[config.mk]
export PLATFORM = sky130hd
export DESIGN_NAME = timer_capture_32
export DESIGN_NICKNAME = d
export VERILOG_FILES = /design/src/rtl/timer_capture_32.sv
export SDC_FILE = /design/constraint.sdc
export NUM_CORES = 1
export LEC_CHECK = 0
export ABC_AREA = 0
export CAP_MARGIN = 10
export CORE_ASPECT_RATIO = 1.5
export CORE_UTILIZATION = 43
export DETAILED_ROUTE_END_ITERATION = 8
export GPL_ROUTABILITY_DRIVEN = 0
export GPL_TIMING_DRIVEN = 1
export PLACE_DENSITY = 0.77
export SYNTH_ARGS = -nofsm -noshare
export SYNTH_HDL_FRONTEND = slang
export SYNTH_SLANG_ARGS = --single-unit
[constraint.sdc]
create_clock -name clk -period 1.5 [get_ports clk]
set_input_delay 0.375 -clock clk [delete_from_list [all_inputs] [get_ports clk]]
set_output_delay 0.375 -clock clk [all_outputs]
set_load 0.1 [all_outputs]
[src/rtl/timer_capture_32.sv]
// timer_capture_32: capture stage beside the 32-bit timer.
// Each capture pin is synchronised, edge-detected, and on a selected edge the
// current timer count is latched into that channel's capture register. Every
// channel has a sticky capture interrupt flag and a sticky overrun flag.
// cap_irq is the registered OR of all capture interrupt flags.
//
// This block has no handshakes. Each input is sampled on every rising clk edge,
// and each output is a plain register that is valid in every cycle.

module timer_capture_32 #(
    parameter int NUM_CH      = 2,
    parameter int WIDTH       = 32,
    parameter int SYNC_STAGES = 2
) (
    input  logic                     clk,
    input  logic                     reset,
    input  logic [NUM_CH-1:0]        cap_in,
    input  logic [WIDTH-1:0]         tc,
    input  logic                     tc_en,
    input  logic [3*NUM_CH-1:0]      ccr,
    input  logic [NUM_CH-1:0]        ir_clr,
    output logic [NUM_CH*WIDTH-1:0]  cr_out,
    output logic [NUM_CH-1:0]        cap_evt,
    output logic [NUM_CH-1:0]        cap_ir,
    output logic [NUM_CH-1:0]        overrun,
    output logic                     cap_irq
);

    // Per-channel synchroniser chain. Bit 0 is the first flop, and the top bit is the
    // synchronised pin value.
    logic [SYNC_STAGES-1:0] sync_q [NUM_CH];
    logic [NUM_CH-1:0]      sync_s;
    logic [NUM_CH-1:0]      hist_q;
    logic [WIDTH-1:0]       cr_q [NUM_CH];

    logic [NUM_CH-1:0]      rise;
    logic [NUM_CH-1:0]      fall;
    logic [NUM_CH-1:0]      cap;
    logic [NUM_CH-1:0]      set_ir;
    logic [NUM_CH-1:0]      ovr_set;
    logic [NUM_CH-1:0]      cap_ir_nxt;
    logic [NUM_CH-1:0]      overrun_nxt;

    // Shift each asynchronous pin through its synchroniser chain
    always_ff @(posedge clk or negedge reset) begin
        if (!reset) begin
            for (int n = 0; n < NUM_CH; n++) begin
                sync_q[n] <= '0;
            end
        end else begin
            for (int n = 0; n < NUM_CH; n++) begin
                sync_q[n] <= {sync_q[n][SYNC_STAGES-2:0], cap_in[n]};
            end
        end
    end

    // Pick the synchronised pin value off the end of each chain
    always_comb begin
        sync_s = '0;
        for (int n = 0; n < NUM_CH; n++) begin
            sync_s[n] = sync_q[n][SYNC_STAGES-1];
        end
    end

    // Edge detection, capture qualification and next flag values.
    // A set beats a same-cycle clear. Overrun is counted only while the timer runs.
    always_comb begin
        rise        = sync_s & ~hist_q;
        fall        = ~sync_s & hist_q;
        cap         = '0;
        set_ir      = '0;
        ovr_set     = '0;
        cap_ir_nxt  = '0;
        overrun_nxt = '0;
        for (int n = 0; n < NUM_CH; n++) begin
            cap[n]         = (rise[n] & ccr[3*n]) | (fall[n] & ccr[3*n+1]);
            set_ir[n]      = cap[n] & ccr[3*n+2];
            ovr_set[n]     = set_ir[n] & cap_ir[n] & ~ir_clr[n] & tc_en;
            cap_ir_nxt[n]  = set_ir[n] | (cap_ir[n] & ~ir_clr[n]);
            overrun_nxt[n] = ovr_set[n] | (overrun[n] & ~ir_clr[n]);
        end
    end

    // Edge history, capture registers, event pulse and sticky flags
    always_ff @(posedge clk or negedge reset) begin
        if (!reset) begin
            hist_q  <= '0;
            cap_evt <= '0;
            cap_ir  <= '0;
            overrun <= '0;
            cap_irq <= 1'b0;
            for (int n = 0; n < NUM_CH; n++) begin
                cr_q[n] <= '0;
            end
        end else begin
            hist_q  <= sync_s;
            cap_evt <= cap;
            cap_ir  <= cap_ir_nxt;
            overrun <= overrun_nxt;
            cap_irq <= |cap_ir_nxt;
            for (int n = 0; n < NUM_CH; n++) begin
                // The newest capture always wins, including on overrun
                if (cap[n]) begin
                    cr_q[n] <= tc;
                end
            end
        end
    end

    // Flatten the capture registers onto the output bus
    genvar g;
    generate
        for (g = 0; g < NUM_CH; g++) begin : g_cr
            assign cr_out[g*WIDTH +: WIDTH] = cr_q[g];
        end
    endgenerate

endmodule

Word-level counts from Yosys, hierarchy flattened
Index checks and enable logic that the tools add are counted.
- register bits after elaboration: 77
- input port bits: 45
- output and inout port bits: 71
- logic and storage cells: 38
- bitwise gates (word level): 28
- reduce and logical (&&, ||, !) cells: 1
- operator list (cell ; count):
    1-bit AND ; 16
    1-bit OR ; 6
    2-bit AND ; 2
    2-bit NOT ; 2
    1-bit NOT ; 2
    2-bit OR reduction ; 1

Depth between registers and ports, before layout
Gate-level depths: netlist of run 1.
- depth in word-level cells: 9
- mapped depth: 4
- mapped depth without buffers: 3

Worst setup path after synthesis of run 1
OpenSTA, ideal clock, no wires.
- path kind: flip-flop to flip-flop
- start: reg cap_ir[1]
- end: reg overrun[1]
- setup time: 123 ps
- arrival time: 1315 ps
- required time: 1377 ps
- setup slack: 62 ps
- stages on the path, launching flop included: 3
- path buffers: 0
- clock period less this slack: 1438 ps
- cells stage by stage: dfrtp_1 > and3_1 > a32o_1
- longest elaborated chain between the ends: 4
- ends and longest elaborated chain (element ; line ; RTL):
    start: declaration ; 24 ; output logic [NUM_CH-1:0] cap_ir,
    start signal: assignment ; 98 ; cap_ir <= cap_ir_nxt;
    1-bit AND (3 in series) ; 78 ; ovr_set[n] = set_ir[n] & cap_ir[n] & ~ir_clr[n] & tc_en;
    1-bit OR ; 80 ; overrun_nxt[n] = ovr_set[n] | (overrun[n] & ~ir_clr[n]);
    named net overrun_nxt[1] ; 42 ; logic [NUM_CH-1:0] overrun_nxt;
    end signal: assignment ; 99 ; overrun <= overrun_nxt;
    end: declaration ; 25 ; output logic [NUM_CH-1:0] overrun,
The timed path passes the listed nets, and every way through them passes these cells.
A chain may end at the register's enable or synchronous reset.

Final worst setup path of run 1
- start: reg sync_q[3] in the netlist's numbering
- end: reg cr_q, in the netlist cr_out[12]
- longest elaborated chain between the ends: 4
- elaborated cells on any way between the ends: 6
- classes of those cells: bitwise: 6
- ends and longest elaborated chain (element ; line ; RTL):
    start: declaration ; 31 ; logic [SYNC_STAGES-1:0] sync_q [NUM_CH];
    start signal: indexed assignment ; 52 ; sync_q[n] <= {sync_q[n][SYNC_STAGES-2:0], cap_in[n]};
    2-bit NOT ; 69 ; fall = ~sync_s & hist_q;
    2-bit AND ; 69 ;
    1-bit AND ; 76 ; cap[n] = (rise[n] & ccr[3*n]) | (fall[n] & ccr[3*n+1]);
    1-bit OR (*) ; 76 ;
    end signal: indexed assignment ; 104 ; cr_q[n] <= tc;
    end: declaration ; 34 ; logic [WIDTH-1:0] cr_q [NUM_CH];
Mark *: on every way between the ends. The rest lies on a longest branch, timed or not.

==> impl_metrics.toml, run 1 <==
[critical_path]
worst_ep_arrival_time_ns = 1.72
r2r_slack_ns = 0.0004
crit_fanout = 10
rr_worst_depth = 5
required_ns = 1.73
r2r_start = "sync_q[3]"
cp-end-kind = "register"
timing.rr.end = "cr_out[12]"
crit_path_start_kind = "register"
worst-setup-path-type = "register to register"

[floorplan]
dieArea_mm2 = 0.00717
row_count = 36
fp.coreArea_mm2 = 0.00653
die_h_um = 103
initial_core_util_pct = 45.0
die_w_um = 69.5
io_pins = 116

[placed_design]
dp_cells = 355
dp_hpwl_um = 5350
io_buffers = 115
place_ws_ns = -0.345

[layout]
layout-drive-gt1-share_pct = 53.7
utilization_pct = 79.7
finalNetCount = 340
instances_no_fill = 376
area_growth_pct = 77.2
antenna_cells = 0

[synthesis]
yosys.cell_count.top_type = "dfrtp_1"
synth_area_mm2 = 0.00294
synth_cells = 165
synth_cell_types = 21
synthTopCellsByArea = "dfrtp_1 66%, mux2_2 18%, mux2_4 8.2%"
async_reset_ff_share_pct = 100
synthTopCellsByCount = "77 x dfrtp_1, 46 x mux2_2, 16 x mux2_4"
seq_area_frac_synth_pct = 65.6
synth_top_cell_area_share_pct = 65.6
synth_seq_cells = 77
synth_fp_nets = 210
yosys.area.top_type = "dfrtp_1"
syn_avg_cell_area_um2 = 17.8
ys.warnings.count = 0
synth-edff-count = 0
ys_dominant_reg_cell = "dfrtp_1"

[job]
maxCapViolCount = 0

[timing]
fin_crit_ns = 1.50
layout_setup_ws_ns = 0.000442
hold_viol = 0
setup-tns-final_ns = 0
max_freq_mhz = 667
slew_headroom_pct = 76.9
slew_viol_final = 0
setup_viol = 0
timing.hold.ws_ns = 0.364
worstMarginPinSlew_ns = 0.347
fin_skew_ns = 0.0105
finalCritPeriodShare_pct = 100

[clock_network]
htreeDepth = 3
root_buffer = "clkbuf_8"
cts_tree = "built"
numCtsBuffers = 9
cts.clk_slew.worst_paths_ns = 0.07
clk_path_buf_depth = 2
clk_latency_ns = 0.35
cts_num_sinks = 77

[hold_path]
whs_path_depth = 0
min_from = "sync_q[0]"
hp-class = "register to register"
holdPathEnd = "sync_q[1]"

[routing]
first_iter_violations = 89
drc_errors = 0
drt_wl_total_um = 7470
wl_met3_um = 272
ant_nets = 0
dr.pass1.iters = 5
wire_per_inst_um = 19.9
top_layer_used = "met4"
dr_wl_met2_um = 4260
vias_per_cell = 5.10
wl_met1_um = 2600
num_vias = 1916

[global_routing]
grt_pass1_wl_um = 11000
grt_overflow = 0
track_usage_pct = 20.8
antenna_found_initial = 0
grt_max_degree = 65
grt_pass1_vias = 2190

[power]
p_leak_nw = 2.32
ir_drop_uv = 1230
power_per_cell_area_mw_per_mm2 = 1740

[outcome]
status = "finished, final reports clean"
-- logic make-up (layout without fill, tap and decap cells) --
family | Yosys count | count (layout) | share of synthesized area (%)
buffers and inverters | 7 | 142 | 2.98
AOI/OAI and AO/OA | 6 | 6 | 2.34
and+or+nand+nor | 11 | 11 | 2.51
DFF | 77 | 77 | 65.6
muxes | 64 | 64 | 26.6
-- per-layer routing --
metal / global-route usage (%) / up-vias
met3: 4.46 / 24
met1: 21.1 / 972
met2: 37.8 / 73
li1: - / 847
met4: 15.4 / 0
met5: 0 / -
-- state kept, by name (all words and copies together), names as in the netlist --
signal and flops:
hist_q 2, overrun 2, cap_irq 1, cr_out 64, sync_q 4, cap_evt 2
cap_ir 2
-- what timing repair did --
item / 4_1_cts / 5_1_grt
setup endpoints to repair: 0 / 6
resized for setup: 0 / 5
hold buffers: 1 / 0
hold endpoints to repair: 13 / 0
setup buffers: 0 / 2
-- power by group --
group          leakage [nW]  internal, mW  switching, mW  total [mW]
Clock                0.0964         0.810          0.715        1.52
Combinational          1.31          1.78           2.95        4.73
Sequential            0.913          2.42          0.385        2.81
Total                  2.32          5.01           4.05        9.06
-- worst max path at each step --
stage,from,to,slack [ns],cells after the start
6_report,sync_q[3],cr_out[12],0.0004,5
2_1_floorplan,cap_ir[1],overrun[1],0.06,2
5_1_grt,sync_q[3],cr_out[12],-0.03,5
3_3_place_gp,ccr[3],cr_out[53],-0.29,5
4_1_cts,ccr[0],cr_out[12],0.01,5
3_5_place_dp,ccr[0],cr_out[11],-0.35,5
-- final cells by class --
| type | count | area [um2] |
|---|---|---|
| inverters | 1 | 3.75 |
| multi-input cells | 81 | 937 |
| clock buffers | 12 | 145 |
| flip-flops and latches | 77 | 1930 |
| repair buffers | 125 | 2050 |
| fillers | 351 | 1330 |
| well taps | 76 | 95.1 |
| clock inverters | 4 | 47.5 |
-- metrics by stage --
| stage | cell area [um2] | power, mW |
|---|---|---|
| after detailed placement | 4910 | 7.55 |
| after floorplan | 2940 | 5.57 |
| final | 5200 | 9.06 |
| after global routing | 5200 | 9.30 |
| after CTS | 5110 | 9.09 |
| after global placement | 4910 | 7.49 |
-- cell usage in the layout, fill, tap and decap left out --
cell / instances
dfrtp_1: 77
buf_12: 77
mux2_2: 43
clkdlybuf4s50_1: 42
mux2_4: 19
clkbuf_8: 10
o21ai_4: 2
nor2b_1: 2
nand4b_1: 2
mux2_1: 2
clkbuf_1: 2
clkinv_2: 2
clkbuf_16: 2
buf_4: 2
nand2_2: 1
nand3b_1: 1
a21o_1: 1
a41o_1: 1
nand2_1: 1
nand3b_2: 1
nand2b_1: 1
nand3_1: 1
inv_1: 1
and3_1: 1
a32o_1: 1
a211o_1: 1
clkinvlp_4: 1
bufinv_16: 1
dlygate4sd3_1: 1
dlymetal6s2s_1: 1
-- critical path, stage by stage (launching register included) --
cell      delay (ns)
dfrtp_1         0.41
nand3b_1        0.24
o21ai_4         0.11
buf_12          0.15
buf_12          0.14
mux2_2          0.34
No activity file was read; power rests on OpenSTA's default activity.
==> run 2, diff against run 1 <==
GPL_TIMING_DRIVEN = 0   (was 1)
SLEW_MARGIN = 40   (was unset)
==> impl_metrics.toml, run 2 (synthesis results as in run 1) <==
[global_routing]
grt_pass1_vias = 1867
grtUsageMet3_pct = 3.49
grt-busiest-layer = "met2"
grt_pass1_wl_um = 9600
grt_max_degree = 61
use_met1_pct = 22.0
grt_overflow = 0
grt_util_met2_pct = 28.9
track_usage_pct = 18.1
antenna_found_initial = 0

[critical_path]
crit_slowest_cell = "clkdlybuf4s50_1"
cp-end-kind = "register"
crit_fanout = 10
critPathTopFamily = "buffers and inverters"
crit_chain = "clkdlybuf4s50_1 -> nand2_1 -> o21ai_4 -> buf_6 -> buf_8 -> mux2_2"
r2r_slack_ns = 0.07
path_buf_inv = 3
worst_ep_arrival_time_ns = 1.70
required_ns = 1.73
worst-setup-path-type = "input port to register"
crit_path_start_kind = "input port"
slowest_delay_ns = 0.46

[timing]
finalCritPeriodShare_pct = 98.6
setup_viol = 0
hold_viol = 0
fin_skew_ns = 0.00250
slew_headroom_pct = 67.9
fin_crit_ns = 1.48
rsz0062_at_grt = "no"
setup-tns-final_ns = 0
worstMarginPinSlew_ns = 0.484
max_freq_mhz = 676
slew_viol_final = 0

[power]
p_sw_mw = 3.78
switching_share_pct = 48.2
clockPowerShare_pct = 17.9
combPwrFrac_pct = 49.0
power_per_cell_area_mw_per_mm2 = 1800
p_seq_share_pct = 33.2
p_leak_nw = 2.05
ir_drop_uv = 1180
power.internal_mw = 4.07

[routing]
dr.pass1.iters = 4
vias_per_cell = 4.79
drc_errors = 0
num_vias = 1835
ant_nets = 0
wire_per_inst_um = 16.4
first_iter_violations = 87
drt_wl_total_um = 6290

[layout]
antenna_cells = 0
largest_reg_flops = 64
layout_common_cells = "77 x dfrtp_1, 64 x buf_4, 46 x mux2_2"
area_growth_pct = 48.3
finalNetCount = 348
design_area_mm2 = 0.00436
layout_commonest_cell = "dfrtp_1"
layout-drive-gt1-share_pct = 54.7

[floorplan]
fp.coreArea_mm2 = 0.00653
io_pins = 116
die_h_um = 103
row_count = 36
dieArea_mm2 = 0.00717
initial_core_util_pct = 45.0
die_w_um = 69.5

[placed_design]
dp_hpwl_um = 4330
place_area_mm2 = 0.00386
io_buffers = 115

[hold_path]
hp-class = "register to register"

[clock_network]
numCtsBuffers = 9
clk_path_buf_depth = 2
cts_num_sinks = 77
clk_latency_ns = 0.34
cts.clk_slew.worst_paths_ns = 0.07
cts_tree = "built"
htreeDepth = 3
root_buffer = "clkbuf_8"

[job]
maxCapViolCount = 0

[outcome]
status = "finished, final reports clean"
## run 2: cell type report
class | count | area [um2]
repair buffers | 127 | 1130
clock buffers | 14 | 173
fillers | 484 | 2180
plain buffers | 6 | 91.3
inverters | 1 | 3.75
flip-flops and latches | 77 | 1930
well taps | 76 | 95.1
multi-input cells | 81 | 935
clock inverters | 1 | 5.00
## run 2: repair_timing
action	CTS	global route
buffers inserted	9	0
endpoints found under the setup margin	112	28
resized for setup	63	13
pin swaps	2	1
cloned	1	0
hold buffers	1	0
hold endpoints to repair	17	0
## run 2: per-stage QoR
| step | hold WS [ns] | instances | util [%] | setup WS (ns) | total power, mW |
|---|---|---|---|---|---|
| 6_report | 0.355 | 383 | 66.7 | 0.0212 | 7.84 |
| 3_3_place_gp | 0.336 | 356 | 64.1 | -2.59 | 6.54 |
| 4_1_cts | 0.356 | 383 | 66.1 | 0.0000313 | 7.89 |
| 2_1_floorplan | 0.0794 | 165 | - | 0.0616 | 5.57 |
| 3_5_place_dp | 0.222 | 357 | 59.1 | -0.484 | 6.23 |
| 5_1_grt | 0.369 | 383 | 66.7 | 0.00467 | 8.12 |
## run 2: path summary, 6_finish.rpt
kind	startpoint	end	cells past startpoint
setup / recovery	ccr[0]	cr_out[1]	6
hold / removal	sync_q[0]	sync_q[1]	0
setup reg to reg	hist_q[1]	cr_out[40]	4
hold reg to reg	sync_q[0]	sync_q[1]	0
max in group asynchronous	reset	cr_out[25]	3
min in group asynchronous	reset	cr_out[10]	2
## run 2: worst register-to-register path: stages, from the launching register on
cell and delay [ns]:
dfrtp_1 0.45, o21ai_4 0.24, buf_12 0.14, buf_8 0.14, mux2_2 0.34
## run 2: power groups by stage
stage          registers [mW]  logic [mW]  clock network [mW]
2_1_floorplan            5.11       0.458                   0
3_3_place_gp             2.62        3.91                   0
3_5_place_dp             2.62        3.62                   0
4_1_cts                  2.60        3.84                1.45
5_1_grt                  2.64        3.94                1.55
6_report                 2.60        3.84                1.40
## run 2: metal layers
metal  vias up  share of wire [%]
met5         -                  0
met4         0                2.8
met3        10                3.8
met2        56                 52
met1       908                 41
li1        861                  -
==> run 3, diff against run 2 <==
SLEW_MARGIN = 20   (was 40)
==> impl_metrics.toml, run 3 (synthesis results as in run 1) <==
[outcome]
status = "finished, final reports clean"

[layout]
area_growth_pct = 52.3
layout_common_cells = "76 x dfrtp_1, 64 x buf_4, 44 x mux2_2"
largest_reg_flops = 64
fillers = 488
antenna_cells = 0
layout_commonest_cell = "dfrtp_1"
finalNetCount = 356
multi_input_area_um2 = 942
layout-drive-gt1-share_pct = 56.6
design_area_mm2 = 0.00447
instances_no_fill = 392
seq_area_mm2 = 0.00193

[power]
clockPowerShare_pct = 18.8
power_per_cell_area_mw_per_mm2 = 1790
ir_drop_uv = 948
switching_share_pct = 47.9
power.internal_mw = 4.17
p_seq_share_pct = 32.6
p_sw_mw = 3.83
p_leak_nw = 2.11
combPwrFrac_pct = 48.6

[critical_path]
worst-setup-path-type = "input port to register"
crit_slowest_cell = "clkdlybuf4s50_1"
cp-end-kind = "register"
slowest_delay_ns = 0.46
crit_top_cell = "buf_12"
crit_fanout = 10
worst_ep_arrival_time_ns = 1.70
crit_path_start_kind = "input port"
required_ns = 1.72
crit_chain = "clkdlybuf4s50_1 -> nand2_1 -> o21ai_4 -> buf_12 -> buf_12 -> mux2_2"

[timing]
max_freq_mhz = 675
finalCritPeriodShare_pct = 98.7
fin_skew_ns = 0.00720
rsz0062_at_grt = "yes"
worstMarginPinSlew_ns = 0.485
setup_viol = 0
fin_crit_ns = 1.48
slew_viol_final = 0
setup-tns-final_ns = 0
slew_headroom_pct = 67.9
hold_viol = 0
timing.hold.ws_ns = 0.354

[floorplan]
dieArea_mm2 = 0.00717
fp.coreArea_mm2 = 0.00653
die_w_um = 69.5
die_h_um = 103
row_count = 36
io_pins = 116
initial_core_util_pct = 45.0

[job]
maxCapViolCount = 0

[clock_network]
root_buffer = "clkbuf_8"
cts_tree = "built"
clk_latency_ns = 0.34
clk_path_buf_depth = 2
cts.clk_slew.worst_paths_ns = 0.07
cts_num_sinks = 77
numCtsBuffers = 9
htreeDepth = 3

[global_routing]
grt_pass1_vias = 1970
grt_pass1_wl_um = 10400
track_usage_pct = 19.2
grt_overflow = 0
grt_max_degree = 59
antenna_found_initial = 0

[routing]
drc_errors = 0
first_iter_violations = 77
drt_wl_total_um = 6580
wl_met1_um = 2570
top_layer_used = "met4"
dr_wl_met2_um = 3610
ant_nets = 0
wl_met3_um = 262
vias_per_cell = 4.84
wire_per_inst_um = 16.8
num_vias = 1897
dr.pass1.iters = 4

[placed_design]
io_buffers = 115
dp_cells = 357
dp_hpwl_um = 4570
place_area_mm2 = 0.00421

[hold_path]
hp-class = "register to register"
run 3: cell types whose count changed in the layout (fill, tap and decap cells not counted), moves of 2 or more:
cell      change
clkbuf_4      +8
clkinv_2      +3
buf_12        +2
buf_6         -2
clkbuf_8      -2
mux2_2        -2
mux2_4        +2
run 3: path summary, 6_finish.rpt:
path                         endpoint  slack (ns)  depth (start not counted)  startpoint
max in group asynchronous   hist_q[1]        0.48                          3       reset
max reg2reg                cr_out[47]        0.03                          6   sync_q[1]
min in group asynchronous  cr_out[10]        0.46                          2       reset
min reg2reg                 sync_q[1]        0.35                          0   sync_q[0]
min                         sync_q[1]        0.35                          0   sync_q[0]
max                         cr_out[1]        0.02                          6      ccr[0]
run 3: metal layers:
metal	track usage [%]	up-vias
met4	10.4	0
met5	0	-
li1	-	880
met1	23.4	954
met3	3.49	10
met2	32.8	53
run 3: metrics by stage:
| stage | util [%] | setup slack (ns) | power, mW |
|---|---|---|---|
| floorplan | - | 0.0616 | 5.57 |
| global placement | 64.1 | -2.59 | 6.54 |
| detailed placement | 64.4 | -0.498 | 6.58 |
| CTS | 67.1 | -0.00977 | 8.00 |
| global route | 68.5 | -0.00831 | 8.29 |
| finish | 68.5 | 0.0188 | 8.01 |
run 3: final cells by class:
class                      count  share of cell area, %
tap                           76                   2.13
buffer                         6                   2.24
clock buffer                  11                   3.16
inverter                       1                 0.0839
clock inverter                 5                   1.12
timing repair buffer         135                   27.1
multi-input combinational     81                   21.1
sequential                    77                   43.1
run 3: worst max-delay path: cells and delay by family:
kind	cells	cell delay, ns
and+or+nand+nor	1	0.08
buffers and inverters	3	0.74
AOI/OAI and AO/OA	1	0.17
muxes	1	0.33
run 3: power by group through the flow:
stage | Combinational [mW] | Sequential (mW) | Clock, mW
2_1_floorplan | 0.458 | 5.11 | 0
3_3_place_gp | 3.91 | 2.62 | 0
6_report | 3.89 | 2.61 | 1.51
5_1_grt | 3.99 | 2.65 | 1.65
3_5_place_dp | 3.95 | 2.64 | 0
4_1_cts | 3.86 | 2.60 | 1.55
run 3: timing repair:
action                                 4_1_cts  5_1_grt
setup buffers                               13        3
gates resized for setup                    416       22
gates cloned                                 2        0
hold buffers                                 1        0
setup endpoints to repair                  125       31
pin swaps                                    3        1
endpoints found under the hold margin       19        0
